`config.mk`:
```
export PLATFORM = sky130hd
export DESIGN_NAME = mesi_bus_arbiter
export DESIGN_NICKNAME = d
export VERILOG_FILES = /design/src/rtl/mesi_bus_arbiter.sv
export SDC_FILE = /design/constraint.sdc
export NUM_CORES = 1
export LEC_CHECK = 0
export ABC_AREA = 1
export BUFFER_PORTS_ARGS = -buffer_cell sky130_fd_sc_hd__buf_2
export CORE_MARGIN = 4
export CORE_UTILIZATION = 62
export CTS_CLUSTER_SIZE = 40
export DETAILED_ROUTE_END_ITERATION = 16
export PLACE_DENSITY_LB_ADDON = 0.2
export RECOVER_POWER = 50
export SLEW_MARGIN = 5
export SYNTH_ARGS = -nofsm -noshare
export SYNTH_HDL_FRONTEND = slang
export SYNTH_SLANG_ARGS = --single-unit
```
`constraint.sdc`:
```
create_clock -name clk -period 6.8 [get_ports clk]
set_input_delay 0 -clock clk [delete_from_list [all_inputs] [get_ports clk]]
set_output_delay 0 -clock clk [all_outputs]
set_load 0.02 [all_outputs]
```
`src/rtl/mesi_bus_arbiter.sv`:
```
// Shared coherence-bus arbiter: round-robin proc ownership plus a snoop channel live only during a tenure.
// Optional macro ARB_TIMEOUT_EN bounds each tenure to TIMEOUT_CYCLES and raises a sticky Arb_timeout.
module mesi_bus_arbiter #(
  parameter int CORES          = 4,
  parameter int TIMEOUT_CYCLES = 256
) (
  input  logic                         clk,
  input  logic                         rst_n,
  input  logic [2*CORES-1:0]           Com_Bus_Req_proc,
  output logic [2*CORES-1:0]           Com_Bus_Gnt_proc,
  input  logic [CORES-1:0]             Com_Bus_Req_snoop,
  output logic [CORES-1:0]             Com_Bus_Gnt_snoop,
  input  logic                         Mem_snoop_req,
  output logic                         Mem_snoop_gnt,
  output logic [$clog2(2*CORES)-1:0]   Bus_owner,
  output logic                         Bus_busy,
  output logic                         Arb_timeout
);

  localparam int NP = 2 * CORES;
  localparam int OW = $clog2(NP);
  localparam int SW = (CORES > 1) ? $clog2(CORES) : 1;

  typedef enum logic [1:0] {IDLE, GRANT, RELEASE} state_t;

  state_t           state;
  logic [OW-1:0]    rr_ptr;
  logic [SW-1:0]    snoop_ptr;
  logic             proc_found;
  logic [OW-1:0]    proc_pick;
  logic [OW-1:0]    proc_next;
  logic             snoop_found;
  logic [SW-1:0]    snoop_pick;
  logic [SW-1:0]    snoop_next;
  logic [CORES-1:0] snoop_elig;
  logic             owner_req;
  logic             snoop_hold;
  logic             timeout_hit;

  function automatic logic [OW-1:0] proc_wrap(input logic [OW-1:0] base, input int k);
    int t;
    t = int'(base) + k;
    if (t >= NP) t = t - NP;
    return OW'(t);
  endfunction

  function automatic logic [SW-1:0] snoop_wrap(input logic [SW-1:0] base, input int k);
    int t;
    t = int'(base) + k;
    if (t >= CORES) t = t - CORES;
    return SW'(t);
  endfunction

  always_comb begin
    proc_found = 1'b0;
    proc_pick  = '0;
    for (int k = 0; k < NP; k++) begin
      if (!proc_found && Com_Bus_Req_proc[proc_wrap(rr_ptr, k)]) begin
        proc_found = 1'b1;
        proc_pick  = proc_wrap(rr_ptr, k);
      end
    end
    proc_next = proc_wrap(proc_pick, 1);
  end

  // The owning core never answers its own snoop, so its bit is masked out.
  always_comb begin
    snoop_elig  = '0;
    snoop_found = 1'b0;
    snoop_pick  = '0;
    for (int c = 0; c < CORES; c++)
      snoop_elig[c] = Com_Bus_Req_snoop[c] && ((int'(Bus_owner) >> 1) != c);
    for (int k = 0; k < CORES; k++) begin
      if (!snoop_found && snoop_elig[snoop_wrap(snoop_ptr, k)]) begin
        snoop_found = 1'b1;
        snoop_pick  = snoop_wrap(snoop_ptr, k);
      end
    end
    snoop_next = snoop_wrap(snoop_pick, 1);
  end

  assign owner_req  = Com_Bus_Req_proc[Bus_owner];
  assign snoop_hold = (|(Com_Bus_Gnt_snoop & Com_Bus_Req_snoop)) || (Mem_snoop_gnt && Mem_snoop_req);

`ifdef ARB_TIMEOUT_EN
  localparam int CW = $clog2(TIMEOUT_CYCLES + 1);
  logic [CW-1:0] tenure_cnt;

  assign timeout_hit = (state == GRANT) && (tenure_cnt == CW'(TIMEOUT_CYCLES - 1));

  always_ff @(posedge clk or negedge rst_n) begin
    if (!rst_n) begin
      tenure_cnt  <= '0;
      Arb_timeout <= 1'b0;
    end else if (state != GRANT) begin
      tenure_cnt <= '0;
    end else begin
      tenure_cnt <= tenure_cnt + 1'b1;
      if (timeout_hit && owner_req) Arb_timeout <= 1'b1;
    end
  end
`else
  assign timeout_hit = 1'b0;
  assign Arb_timeout = 1'b0;
`endif

  // RELEASE is the single dead cycle; it already arbitrates so the next tenure starts one edge later.
  always_ff @(posedge clk or negedge rst_n) begin
    if (!rst_n) begin
      state             <= IDLE;
      rr_ptr            <= '0;
      snoop_ptr         <= '0;
      Com_Bus_Gnt_proc  <= '0;
      Com_Bus_Gnt_snoop <= '0;
      Mem_snoop_gnt     <= 1'b0;
      Bus_owner         <= '0;
      Bus_busy          <= 1'b0;
    end else begin
      case (state)
        IDLE, RELEASE: begin
          Com_Bus_Gnt_snoop <= '0;
          Mem_snoop_gnt     <= 1'b0;
          if (proc_found) begin
            Com_Bus_Gnt_proc <= NP'(1) << proc_pick;
            Bus_owner        <= proc_pick;
            Bus_busy         <= 1'b1;
            rr_ptr           <= proc_next;
            state            <= GRANT;
          end else begin
            Com_Bus_Gnt_proc <= '0;
            Bus_busy         <= 1'b0;
            state            <= IDLE;
          end
        end
        GRANT: begin
          if (!owner_req || timeout_hit) begin
            Com_Bus_Gnt_proc  <= '0;
            Com_Bus_Gnt_snoop <= '0;
            Mem_snoop_gnt     <= 1'b0;
            Bus_busy          <= 1'b0;
            state             <= RELEASE;
          end else if (!snoop_hold) begin
            if (snoop_found) begin
              Com_Bus_Gnt_snoop <= CORES'(1) << snoop_pick;
              Mem_snoop_gnt     <= 1'b0;
              snoop_ptr         <= snoop_next;
            end else begin
              Com_Bus_Gnt_snoop <= '0;
              Mem_snoop_gnt     <= Mem_snoop_req;
            end
          end
        end
        default: state <= IDLE;
      endcase
    end
  end

endmodule

```
; ---- Word-level counts from Yosys, hierarchy flattened
; Index checks and enable logic that the tools add are counted.
[word_totals]
ff_bits = 24
word_cells = 188
[classes]
eq_ne = 7
n_addsub = 26
bitwise_logic = 2
n_mux = 81
reduce_logical = 35
order_cmp = 27
shift = 2
[ops]
columns = operator, count
row1 = 2-to-1 mux 3 bit, 17
row2 = < comparator 3 x 4 -> 1 bit (second input constant), 9
row3 = >= comparator 4 bit (second input constant), 8
row4 = nonzero test 32 bit, 1
row5 = 2-to-1 mux 1 bit, 31
row6 = binary-select mux 1 bit (select 3 bit), 9
row7 = subtractor 3 x 1 -> 3 bit (second input constant), 9
row8 = 2-to-1 mux 2 bit, 10
row9 = adder 3 x 3 -> 4 bit (second input constant), 4
row10 = 2-to-1 mux 8 bit, 2
row11 = one-hot mux 8 bit (2 select lines), 1
row12 = logical AND 1 bit, 15
row13 = >= comparator 3 bit (second input constant), 4
row14 = < comparator 2 x 3 -> 1 bit (second input constant), 4
row15 = 2-to-1 mux 4 bit, 3
row16 = zero test 1 bit, 10
row17 = subtractor 2 x 1 -> 2 bit (second input constant), 5
row18 = adder 3 x 1 -> 4 bit (second input constant), 2
row19 = adder 3 x 2 -> 4 bit (second input constant), 2
row20 = binary-select mux 1 bit (select 2 bit), 4
row21 = one-hot mux 4 bit (2 select lines), 1
row22 = left shift 1 x 3 -> 8 bit (first input constant), 1
row23 = adder 2 x 1 -> 3 bit (second input constant), 2
row24 = adder 2 x 2 -> 3 bit (second input constant), 2
row25 = other kinds (19), 24

; ---- Depth between registers and ports, before layout
; Gate-level depths: netlist of the first run.
[depth]
depth_word = 29
ltp_mapped = 22

; ---- Worst setup path before layout of the first run
; OpenSTA, ideal clock, no wires.
[synth_path]
path_type = flip-flop to flip-flop
from = reg rr_ptr[1]
to = reg rr_ptr[2]
arrival_ps = 2644
setup_ps = 127
path_slack_ps = 4029
stages_incl_launch_ff = 20
synth_period_minus_slack_ps = 2771
t_required_ps = 6673
cell_sequence = dfrtp_1 > buf_6 > inv_2 > ha_1 > inv_1 > nand3_1 > nand3_1 > nand2_1 > nor2_4 > nand4_2 > nor2_4 > nand3b_2 > clkinv_2 > nand2_1 > nand2_1 > inv_1 > ha_1 > ha_1 > nand2_1 > o21ai_0
[synth_via]
elab_chain_cells = 29
elab_cells_between_ends = 82
[synth_lines]
columns = item, line
row1 = "start, declared", 27  ; logic [OW-1:0] rr_ptr;
row2 = "start signal, assigned", 127  ; rr_ptr <= proc_next;
row3 = "parallel branches: the longest is 25 deep, another holds adder 3 x 1 -> 4 bit", --
row4 = 2-to-1 mux 3 bit (*), 58  ; if (!proc_found && Com_Bus_Req_proc[proc_wrap(rr_ptr, k)]) begin
row5 = via proc_pick[1], 30  ; logic [OW-1:0] proc_pick;
row6 = adder 3 x 1 -> 4 bit (*), 42  ; t = int'(base) + k;
row7 = >= comparator 4 bit / subtractor 3 x 1 -> 3 bit (equally long branches), 43  ; if (t >= NP) t = t - NP;
row8 = 2-to-1 mux 3 bit (*), 43
row9 = via proc_next[2], 31  ; logic [OW-1:0] proc_next;
; Mark *: on every way through the listed nets, which the timed path passes. The select of a mux whose other input is x is not followed.
; A chain may end at the register's enable or synchronous reset.

; ---- Worst setup path after layout of the first run
[layout_path]
from = reg rr_ptr[0]
to = reg rr_ptr[2]
; Same word-level chain as after synthesis.

==> results of run 1 <==
layout by cell type (no fill, tap or decap):
cell type / Yosys / layout
a21boi_0: 1 / 1
a21oi_1: 4 / 4
a21oi_2: 1 / 1
a221oi_1: 1 / 1
a22o_1: 1 / 1
a31oi_1: 2 / 2
buf_2: 1 / 22
clkbuf_1: 0 / 9
clkbuf_4: 0 / 3
clkinv_1: 1 / 1
clkinv_2: 2 / 2
conb_1: 1 / 1
dfrtp_1: 24 / 24
dlygate4sd3_1: 0 / 2
ha_1: 11 / 11
inv_1: 34 / 34
inv_2: 7 / 7
nand2_1: 109 / 109
nand2_2: 5 / 5
nand2_4: 4 / 4
nand3_1: 40 / 40
nand3_2: 6 / 6
nand3b_2: 1 / 1
nand4_1: 1 / 1
nand4_2: 1 / 1
nor2_1: 21 / 21
nor2_2: 5 / 5
nor2_4: 4 / 4
nor3_1: 3 / 3
o211ai_1: 3 / 3
o21a_1: 1 / 1
o21ai_0: 16 / 16
o21ai_1: 3 / 3
o21bai_2: 1 / 1
o31ai_1: 1 / 1
o32ai_1: 1 / 1
xnor2_1: 1 / 1
xnor2_2: 2 / 2
xor2_1: 1 / 1
xor2_4: 1 / 1
registers in the layout, indices dropped and copies added (netlist names):
signal / flops
snoop_ptr: 2
Mem_snoop_gnt: 1
state: 2
Bus_owner: 3
Bus_busy: 1
Com_Bus_Gnt_proc: 8
rr_ptr: 3
Com_Bus_Gnt_snoop: 4
metrics by stage:
stage / instances / util / hold WS (ns) / setup slack, ns / area [um^2]
floorplan: 327 / - / -0.2956 / 4.029 / 2210
global placement: 398 / 0.6977 / -0.0006549 / 3.706 / 2365
detailed placement: 398 / 0.6977 / 0.0009608 / 3.530 / 2365
CTS: 403 / 0.7102 / 0.1279 / 3.509 / 2407
global route: 403 / 0.7069 / 0.1604 / 3.188 / 2396
finish: 403 / 0.7069 / 0.1369 / 3.483 / 2396
layout make-up:
cell class	instances	area share
inverter	44	0.06997
tap	46	0.02402
timing repair buffer	33	0.06841
clock buffer	3	0.009399
sequential	24	0.2507
multi-input combinational	253	0.5775
path summary, 6_finish.rpt:
check | endpoint | start | cells after the start
max | rr_ptr[2] | rr_ptr[0] | 17
min | snoop_ptr[1] | Com_Bus_Req_snoop[1] | 4
max reg2reg | rr_ptr[2] | rr_ptr[0] | 17
min reg2reg | Bus_busy | Bus_busy | 2
max in group asynchronous | Bus_busy | rst_n | 2
min in group asynchronous | Com_Bus_Gnt_proc[1] | rst_n | 2
metal layers:
layer | up-vias | track usage
met5 | - | 0
li1 | 1110 | -
met1 | 944 | 0.3126
met3 | 8 | 0.04493
met4 | 0 | 0.03291
met2 | 62 | 0.4204
worst max-delay path, delay by kind of cell (launching register included):
| kind | cells | cell delay, ns |
|---|---|---|
| AO/OA/AOI/OAI | 2 | 0.31 |
| buffers and inverters | 4 | 0.53 |
| AND/OR/NAND/NOR | 8 | 0.88 |
| adder cells (fa/ha/maj) | 3 | 0.90 |
| flip-flops | 1 | 0.58 |
cells by family after synthesis:
kind of cell,Yosys count,synth area share
xor+xnor,5,0.03511
compound gates,36,0.09910
other cells,1,0.001697
flops,24,0.2718
fa+ha+maj,11,0.06229
simple gates,200,0.4281
buf+inv,50,0.1019
repair_timing:
item                                    4_1_cts  5_1_grt
endpoints found under the setup margin        0        0
endpoints found under the hold margin        25        0
hold buffers                                  2        0
==> results.py, run 1 <==
metrics = {
    "floorplanning": {
        "pin_count": 33,
        "die_area_um2": 4583,
        "core_region_area_um2": 3390,
        "start_util": 0.6519,
        "fp-row-count": 21,
        "die_w_um": 67.70,
        "fp.dieH_um": 67.70,
    },
    "placement": {
        "hpwl_um": 4123,
        "io_buffers": 31,
        "place.gp.congestion": 0.9511,
    },
    "setup_path": {
        "critPathCaptureType": "flop",
        "cp.required_ns": 7.00,
        "r2r_slack_ns": 3.48,
        "critPathSlowestCell": "dfrtp_1",
        "crit_path_start_kind": "flop",
        "crit_type": "flop to flop",
        "critPathMaxFanout": 12,
        "critPathArrivalTime_ns": 3.52,
        "cp_slowest_stage_delay_ns": 0.58,
        "crit_top_cell": "nand2_1",
        "cp_cell_sequence": "inv_2, ha_1, inv_1, nand3_1, nand2_1, nor2_1, o21bai_2, nor2_4, nand3b_2, clkinv_2, nand2_1, nand2_1, inv_1, ha_1, ha_1, nand2_1, o21ai_0",
    },
    "synth": {
        "synth_edf_count": 0,
        "synth-seq-cells": 24,
        "synth_cells": 327,
        "ys_seq_area_frac": 0.2718,
        "yosysMostFrequentCell": "nand2_1",
        "synth.area.top_cells": "dfrtp_1 27%, nand2_1 19%, nand3_1 9.1%, ha_1 6.2%, inv_1 5.8%",
        "netlist.area_leader.share": 0.2718,
        "syn-num-nets": 353,
        "synth_flop_cell": "dfrtp_1",
        "synth.cell_area_um2": 2210,
        "ys_types": 39,
        "yosys_warnings": 0,
        "synth.avg_cell_area_um2": 6.757,
        "async_flop_share": 1.000,
        "yosys.area.top_type": "dfrtp_1",
        "synthTopCellsByCount": "109 x nand2_1, 40 x nand3_1, 34 x inv_1",
    },
    "sta": {
        "fmax_ghz": 0.3015,
        "rsz0062_at_grt": "no",
        "hold_violations": 0,
        "report.final.slew_viol_count": 0,
        "fin_worst_skew_ns": 0.004023,
        "worstMarginPinSlew_ns": 1.220,
        "setup_tns_ns": 0,
        "setup_viol": 0,
        "layout_min_cycle_time_ns": 3.317,
        "slew-limit-headroom": 0.1870,
        "period_share": 0.4878,
    },
    "layout": {
        "drive_gt1_frac": 0.1821,
        "syn2layout_area_growth_pct": 8.437,
        "multiInputGateArea_um2": 1384,
        "regArea_um2": 600.6,
        "diodes": 0,
        "fillers": 312,
        "final_nets": 385,
    },
    "route": {
        "wl_met2_um": 2444,
        "avgRoutedWirePerCell_um": 12.38,
        "vias": 2124,
        "drt-met1-wl_um": 2261,
        "drc": 0,
        "drtAntennaViolNets": 0,
        "first_pass_iters": 4,
        "routed_wl_um": 4991,
        "dr_wl_met3_um": 237,
        "vias_per_cell": 5.270,
        "top_layer": "met4",
        "first_iter_violations": 142,
    },
    "hold_path": {
        "hold_path_class": "primary input to flop",
    },
    "global_routing": {
        "grt_pass1_wl_um": 8397,
        "track_usage": 0.2400,
        "grt_max_degree": 25,
        "grt_pass1_vias": 1894,
        "grt_overflow": 0,
        "antenna_found_initial": 0,
    },
    "cts": {
        "clock-root-buffer": "clkbuf_4",
        "cts_tree": "yes",
        "clkSlewWorstSetupHoldPaths_ns": 0.13,
        "cts_max_level": 1,
        "cts_resized": 0,
        "clk_latency_ns": 0.31,
        "clock-sinks": 24,
        "post-cts-setup-buffers": 0,
        "cts_made_buffers": 3,
        "cts_buffer_depth": 2,
    },
    "flow_run": {
        "drv_cap": 0,
    },
    "outcome": {
        "status": "finished, final reports clean",
    },
}
Power of run 1 is left out: the tool's default activity adds up to more than one toggle a clock period on the data nets, which glitch-free logic cannot reach.
==> run 2: changes to the inputs <==
--- a/config.mk
+++ b/config.mk
@@ -8,7 +8,7 @@
 export ABC_AREA = 1
 export BUFFER_PORTS_ARGS = -buffer_cell sky130_fd_sc_hd__buf_2
 export CORE_MARGIN = 4
-export CORE_UTILIZATION = 62
+export CORE_UTILIZATION = 52
 export CTS_CLUSTER_SIZE = 40
 export DETAILED_ROUTE_END_ITERATION = 16
 export PLACE_DENSITY_LB_ADDON = 0.2
==> constraint.sdc (replaced) <==
create_clock -name clk -period 2.8 [get_ports clk]
set_input_delay 0 -clock clk [delete_from_list [all_inputs] [get_ports clk]]
set_output_delay 0 -clock clk [all_outputs]
set_load 0.02 [all_outputs]
==> run 2 against run 1 <==
- clock skew fell by 0.0024 ns
- non-clock buffer count increased by 9
- final cell count up 3.5%
- wire length up 2.9%
- final area increased by 7.4%
- first-iteration DRC count down 4.2%
==> results.py, run 2 (synthesized netlist as in run 1, its figures left out) <==
metrics = {
    "outcome": {
        "status": "finished, final reports clean",
    },
    "layout": {
        "top_register": "Com_Bus_Gnt_proc",
        "diodes": 0,
        "stdcell_area_um2": 2572,
        "largest_register_ff_count": 8,
        "syn2layout_area_growth_pct": 16.42,
        "reg_top3": "Com_Bus_Gnt_proc x8, Com_Bus_Gnt_snoop x4",
        "final_cell_mix": "107 x nand2_1, 40 x nand3_1, 33 x inv_1, 23 x dfrtp_1, 22 x buf_2",
        "final_nets": 394,
        "final_util": 0.6340,
        "layout_commonest_cell": "nand2_1",
        "drive_gt1_frac": 0.2262,
    },
    "setup_path": {
        "crit_top_cell": "nand2_1",
        "cp_cell_sequence": "buf_6, ha_4, xnor2_4, nand3_1, nand2_2, nor2_4, buf_4, nand3_2, clkinv_1, nand2_1, nand3_1, nor2_1, nand2_1, nand2_2, inv_1, ha_1, ha_1, nand2_1, o21ai_0",
        "crit_path_start_kind": "flop",
        "critPathArrivalTime_ns": 2.82,
        "critPathSlowestCell": "dfrtp_1",
        "r2r_slack_ns": 0.13,
        "critPathCaptureType": "flop",
        "cp.required_ns": 2.95,
        "r2r-end": "rr_ptr[2]",
        "r2r_start": "rr_ptr[1]",
        "critPathMaxFanout": 8,
        "rr_worst_depth": 19,
        "cp_slowest_stage_delay_ns": 0.41,
        "crit_type": "flop to flop",
    },
    "floorplanning": {
        "fp-row-count": 23,
        "die_area_um2": 5356,
        "start_util": 0.5446,
        "core_region_area_um2": 4058,
        "fp.dieH_um": 73.19,
        "pin_count": 33,
        "die_w_um": 73.19,
    },
    "route": {
        "wl_met2_um": 2551,
        "vias_per_cell": 5.082,
        "first_pass_iters": 4,
        "dr_wl_met3_um": 208,
        "avgRoutedWirePerCell_um": 12.32,
        "routed_wl_um": 5137,
        "drt-met1-wl_um": 2328,
        "top_layer": "met4",
        "first_iter_violations": 136,
        "drc": 0,
        "drtAntennaViolNets": 0,
        "vias": 2119,
    },
    "sta": {
        "period_share": 0.9529,
        "rsz0062_at_grt": "yes",
        "fmax_ghz": 0.3748,
        "hold_violations": 0,
        "worstMarginPinSlew_ns": 1.246,
        "layout_min_cycle_time_ns": 2.668,
        "setup_viol": 0,
        "slew-limit-headroom": 0.1696,
        "fin_worst_skew_ns": 0.001624,
        "report.final.slew_viol_count": 0,
    },
    "placement": {
        "hpwl_um": 4134,
        "io_buffers": 31,
        "place.gp.congestion": 0.8973,
        "dpl_cell_area_um2": 2437,
    },
    "global_routing": {
        "grt_pass1_wl_um": 8418,
        "grt_pass1_vias": 1967,
        "grt_max_degree": 25,
        "grt_overflow": 0,
        "antenna_found_initial": 0,
        "track_usage": 0.1975,
    },
    "hold_path": {
        "hold_depth": 3,
        "hold_path_class": "primary input to flop",
        "holdPathEnd": "Mem_snoop_gnt",
        "min-delay-start": "Mem_snoop_req",
    },
    "cts": {
        "clk_latency_ns": 0.27,
        "cts_made_buffers": 3,
        "clock-sinks": 24,
        "cts_max_level": 1,
        "clock-root-buffer": "clkbuf_8",
        "clkSlewWorstSetupHoldPaths_ns": 0.09,
        "cts_tree": "yes",
        "cts_buffer_depth": 2,
    },
    "flow_run": {
        "drv_cap": 0,
    },
}
## run 2: how the worst max path moves through the flow
stage | depth (start not counted) | to | from | slack [ns]
final | 19 | rr_ptr[2] | rr_ptr[1] | 0.13
after global routing | 19 | rr_ptr[2] | rr_ptr[1] | -0.04
after CTS | 19 | rr_ptr[2] | rr_ptr[0] | 0.003
after detailed placement | 19 | rr_ptr[2] | rr_ptr[0] | 0.05
after global placement | 19 | rr_ptr[2] | rr_ptr[0] | 0.06
after floorplan | 19 | rr_ptr[2] | rr_ptr[1] | 0.03
## run 2: what timing repair did
action | 4_1_cts | 5_1_grt
hold endpoints to repair | 24 | 0
setup endpoints to repair | 0 | 13
setup buffers | 0 | 1
resized for setup | 0 | 13
hold buffers | 1 | 0
## run 2: cell type report
type | count | area (um^2)
fillers | 395 | 1485
multi-input cells | 253 | 1433
flip-flops and latches | 24 | 601.8
repair buffers | 42 | 236.5
inverters | 44 | 167.7
well taps | 50 | 62.56
clock buffers | 3 | 41.29
clock inverters | 1 | 30.03
## run 2: routing by layer
layer | GRT usage | up-vias
met5 | 0 | -
met4 | 0.03279 | 0
met3 | 0.03168 | 6
met2 | 0.3505 | 46
met1 | 0.2543 | 938
li1 | - | 1129
## run 2: worst max-delay path: cells and delay by family (launching register included)
family          cells  cell delay [ns]
xor+xnor            1             0.19
compound gates      1             0.07
simple gates       10             0.78
fa+ha+maj           3             0.66
buf+inv             4             0.43
flops               1             0.41
## run 2: stage by stage
step | setup slack (ns) | TNS, ns | cells | hold slack (ns)
5_1_grt | -0.03930 | -0.03930 | 417 | 0.02274
2_1_floorplan | 0.02860 | 0 | 327 | -0.2956
4_1_cts | 0.002776 | 0 | 416 | 0.008462
3_5_place_dp | 0.05184 | 0 | 411 | 0.003992
6_report | 0.1318 | 0 | 417 | 0.009928
3_3_place_gp | 0.06365 | 0 | 411 | 0.001343
Power of run 2 is left out for the same reason.
==> run 3: changes to the inputs <==
--- a/config.mk
+++ b/config.mk
@@ -13,6 +13,7 @@
 export DETAILED_ROUTE_END_ITERATION = 16
 export PLACE_DENSITY_LB_ADDON = 0.2
 export RECOVER_POWER = 50
+export SKIP_LAST_GASP = 1
 export SLEW_MARGIN = 5
 export SYNTH_ARGS = -nofsm -noshare
 export SYNTH_HDL_FRONTEND = slang
==> constraint.sdc (replaced) <==
create_clock -name clk -period 2.24 [get_ports clk]
set_input_delay 0 -clock clk [delete_from_list [all_inputs] [get_ports clk]]
set_output_delay 0 -clock clk [all_outputs]
set_load 0.05 [all_outputs]
==> run 3 against run 2 <==
- the flow now finishes with violations (negative setup slack)
- wire length increased by 42%
- clock-buffer cell count unchanged
- first-iteration DRC count rose by 30%
- clock skew is 0.0017 ns higher
- flip-flop and latch count did not move
- global-route usage increased by 3.2 points
==> results.py, run 3 (synthesized netlist as in run 1, its figures left out) <==
metrics = {
    "outcome": {
        "status": "finished, violations left",
        "violations": "negative setup slack",
    },
    "layout": {
        "largest_register_ff_count": 8,
        "reg_top3": "Com_Bus_Gnt_proc x8, Com_Bus_Gnt_snoop x4",
        "final_util": 0.8245,
        "stdcell_area_um2": 3346,
        "layout_commonest_cell": "nand2_1",
        "multiInputGateArea_um2": 1765,
        "final-instance-count-excl-fill": 466,
        "fillers": 235,
        "drive_gt1_frac": 0.4808,
        "final_nets": 443,
        "syn2layout_area_growth_pct": 51.42,
        "diodes": 0,
        "final_cell_mix": "95 x nand2_1, 53 x buf_4, 30 x buf_2, 27 x nand3_1, 25 x inv_1",
        "regArea_um2": 605.6,
        "top_register": "Com_Bus_Gnt_proc",
    },
    "floorplanning": {
        "fp-row-count": 23,
        "pin_count": 33,
        "die_w_um": 73.19,
        "fp.dieH_um": 73.19,
        "die_area_um2": 5356,
        "core_region_area_um2": 4058,
        "start_util": 0.5446,
    },
    "setup_path": {
        "critPathArrivalTime_ns": 2.89,
        "cp.required_ns": 2.40,
        "critPathCaptureType": "flop",
        "r2r_slack_ns": -0.49,
        "crit_type": "flop to flop",
        "cp_cell_sequence": "inv_2, ha_4, nand3_4, nand3_2, nand2_2, nor2_4, nand4_4, nor2_4, nand3b_4, clkinv_4, nand2_1, nand2_2, inv_2, ha_4, ha_4, a22o_1",
        "cp_slowest_stage_delay_ns": 0.43,
        "critPathSlowestCell": "dfrtp_1",
        "critPathMaxFanout": 7,
        "crit_path_start_kind": "flop",
        "crit_top_cell": "ha_4",
        "critPathBufInv": 3,
        "cpLargestDelayFamily": "simple AND/OR/NAND/NOR gates",
    },
    "placement": {
        "place.gp.congestion": 0.9121,
        "hpwl_um": 4489,
        "io_buffers": 31,
        "dpl_cell_area_um2": 2794,
        "dp_cells": 444,
    },
    "cts": {
        "cts_made_buffers": 3,
        "clk_latency_ns": 0.27,
        "clock-root-buffer": "clkbuf_8",
        "clkSlewWorstSetupHoldPaths_ns": 0.09,
        "cts_max_level": 1,
        "cts_tree": "yes",
        "clock-sinks": 24,
        "cts_buffer_depth": 2,
    },
    "global_routing": {
        "grt_overflow": 0,
        "grt_pass1_wl_um": 9763,
        "track_usage": 0.2299,
        "grt_pass1_vias": 2245,
        "antenna_found_initial": 0,
        "grt_max_degree": 25,
    },
    "sta": {
        "rsz0062_at_grt": "yes",
        "fin_ws_ns": -0.4855,
        "hold_violations": 0,
        "worstMarginPinSlew_ns": 1.303,
        "slew-limit-headroom": 0.1311,
        "fin_worst_skew_ns": 0.003339,
        "period_share": 1.217,
        "layout_min_cycle_time_ns": 2.726,
        "report.final.slew_viol_count": 0,
        "setup_viol": 16,
        "fmax_ghz": 0.3669,
    },
    "route": {
        "vias": 2573,
        "avgRoutedWirePerCell_um": 15.67,
        "first_iter_violations": 177,
        "first_pass_iters": 5,
        "drtAntennaViolNets": 0,
        "routed_wl_um": 7300,
        "drc": 0,
        "vias_per_cell": 5.521,
    },
    "hold_path": {
        "hold_path_class": "primary input to flop",
    },
    "flow_run": {
        "drv_cap": 0,
    },
}
[run 3: final timing paths]
kind / from / end / cells after the start
max: rr_ptr[0] / Com_Bus_Gnt_proc[7] / 16
min: Mem_snoop_req / Mem_snoop_gnt / 3
max reg2reg: rr_ptr[0] / Com_Bus_Gnt_proc[7] / 16
min reg2reg: Bus_busy / Bus_busy / 2
max in group asynchronous: rst_n / Bus_owner[1] / 2
min in group asynchronous: rst_n / Com_Bus_Gnt_proc[0] / 2
[run 3: metrics by stage]
stage / setup TNS (ns) / setup WS [ns] / hold WS, ns
after floorplan: -1.775 / -0.2519 / -0.2956
after detailed placement: -3.938 / -0.4066 / 0.004752
after global placement: -2.858 / -0.3179 / -0.0002726
after CTS: -2.645 / -0.2763 / 0.004215
after global routing: -7.758 / -0.6073 / 0.01757
final: -5.313 / -0.4855 / 0.008175
[run 3: repair_timing]
item | in CTS | in global routing
pin swaps | 11 | 22
gates resized for setup | 19 | 73
hold buffers | 1 | 0
endpoints found under the hold margin | 24 | 0
endpoints found under the setup margin | 17 | 23
setup buffers | 8 | 9
[run 3: worst reg2reg max path: stages, from the launching register on]
cell and delay (ns):
dfrtp_1 0.43, inv_2 0.08, ha_4 0.37, nand3_4 0.12, nand3_2 0.10, nand2_2 0.07, nor2_4 0.17, nand4_4 0.11
nor2_4 0.17, nand3b_4 0.14, clkinv_4 0.07, nand2_1 0.08, nand2_2 0.11, inv_2 0.06, ha_4 0.17, ha_4 0.15
a22o_1 0.21
[run 3: cell type report]
class,count,area share
multi-input combinational,253,0.5277
timing repair buffer,91,0.1933
clock inverter,1,0.008975
clock buffer,3,0.01234
sequential,24,0.1810
tap,50,0.01870
inverter,44,0.05797
[run 3: metal layers]
metal / wire length (um) / vias to the layer above / GRT usage
met1: 2866 / 1223 / 0.2748
li1: - / 1226 / -
met3: 327 / 33 / 0.03168
met5: 0 / - / 0
met2: 3823 / 91 / 0.4310
met4: 284 / 0 / 0.04918
Power of run 3 is left out for the same reason.
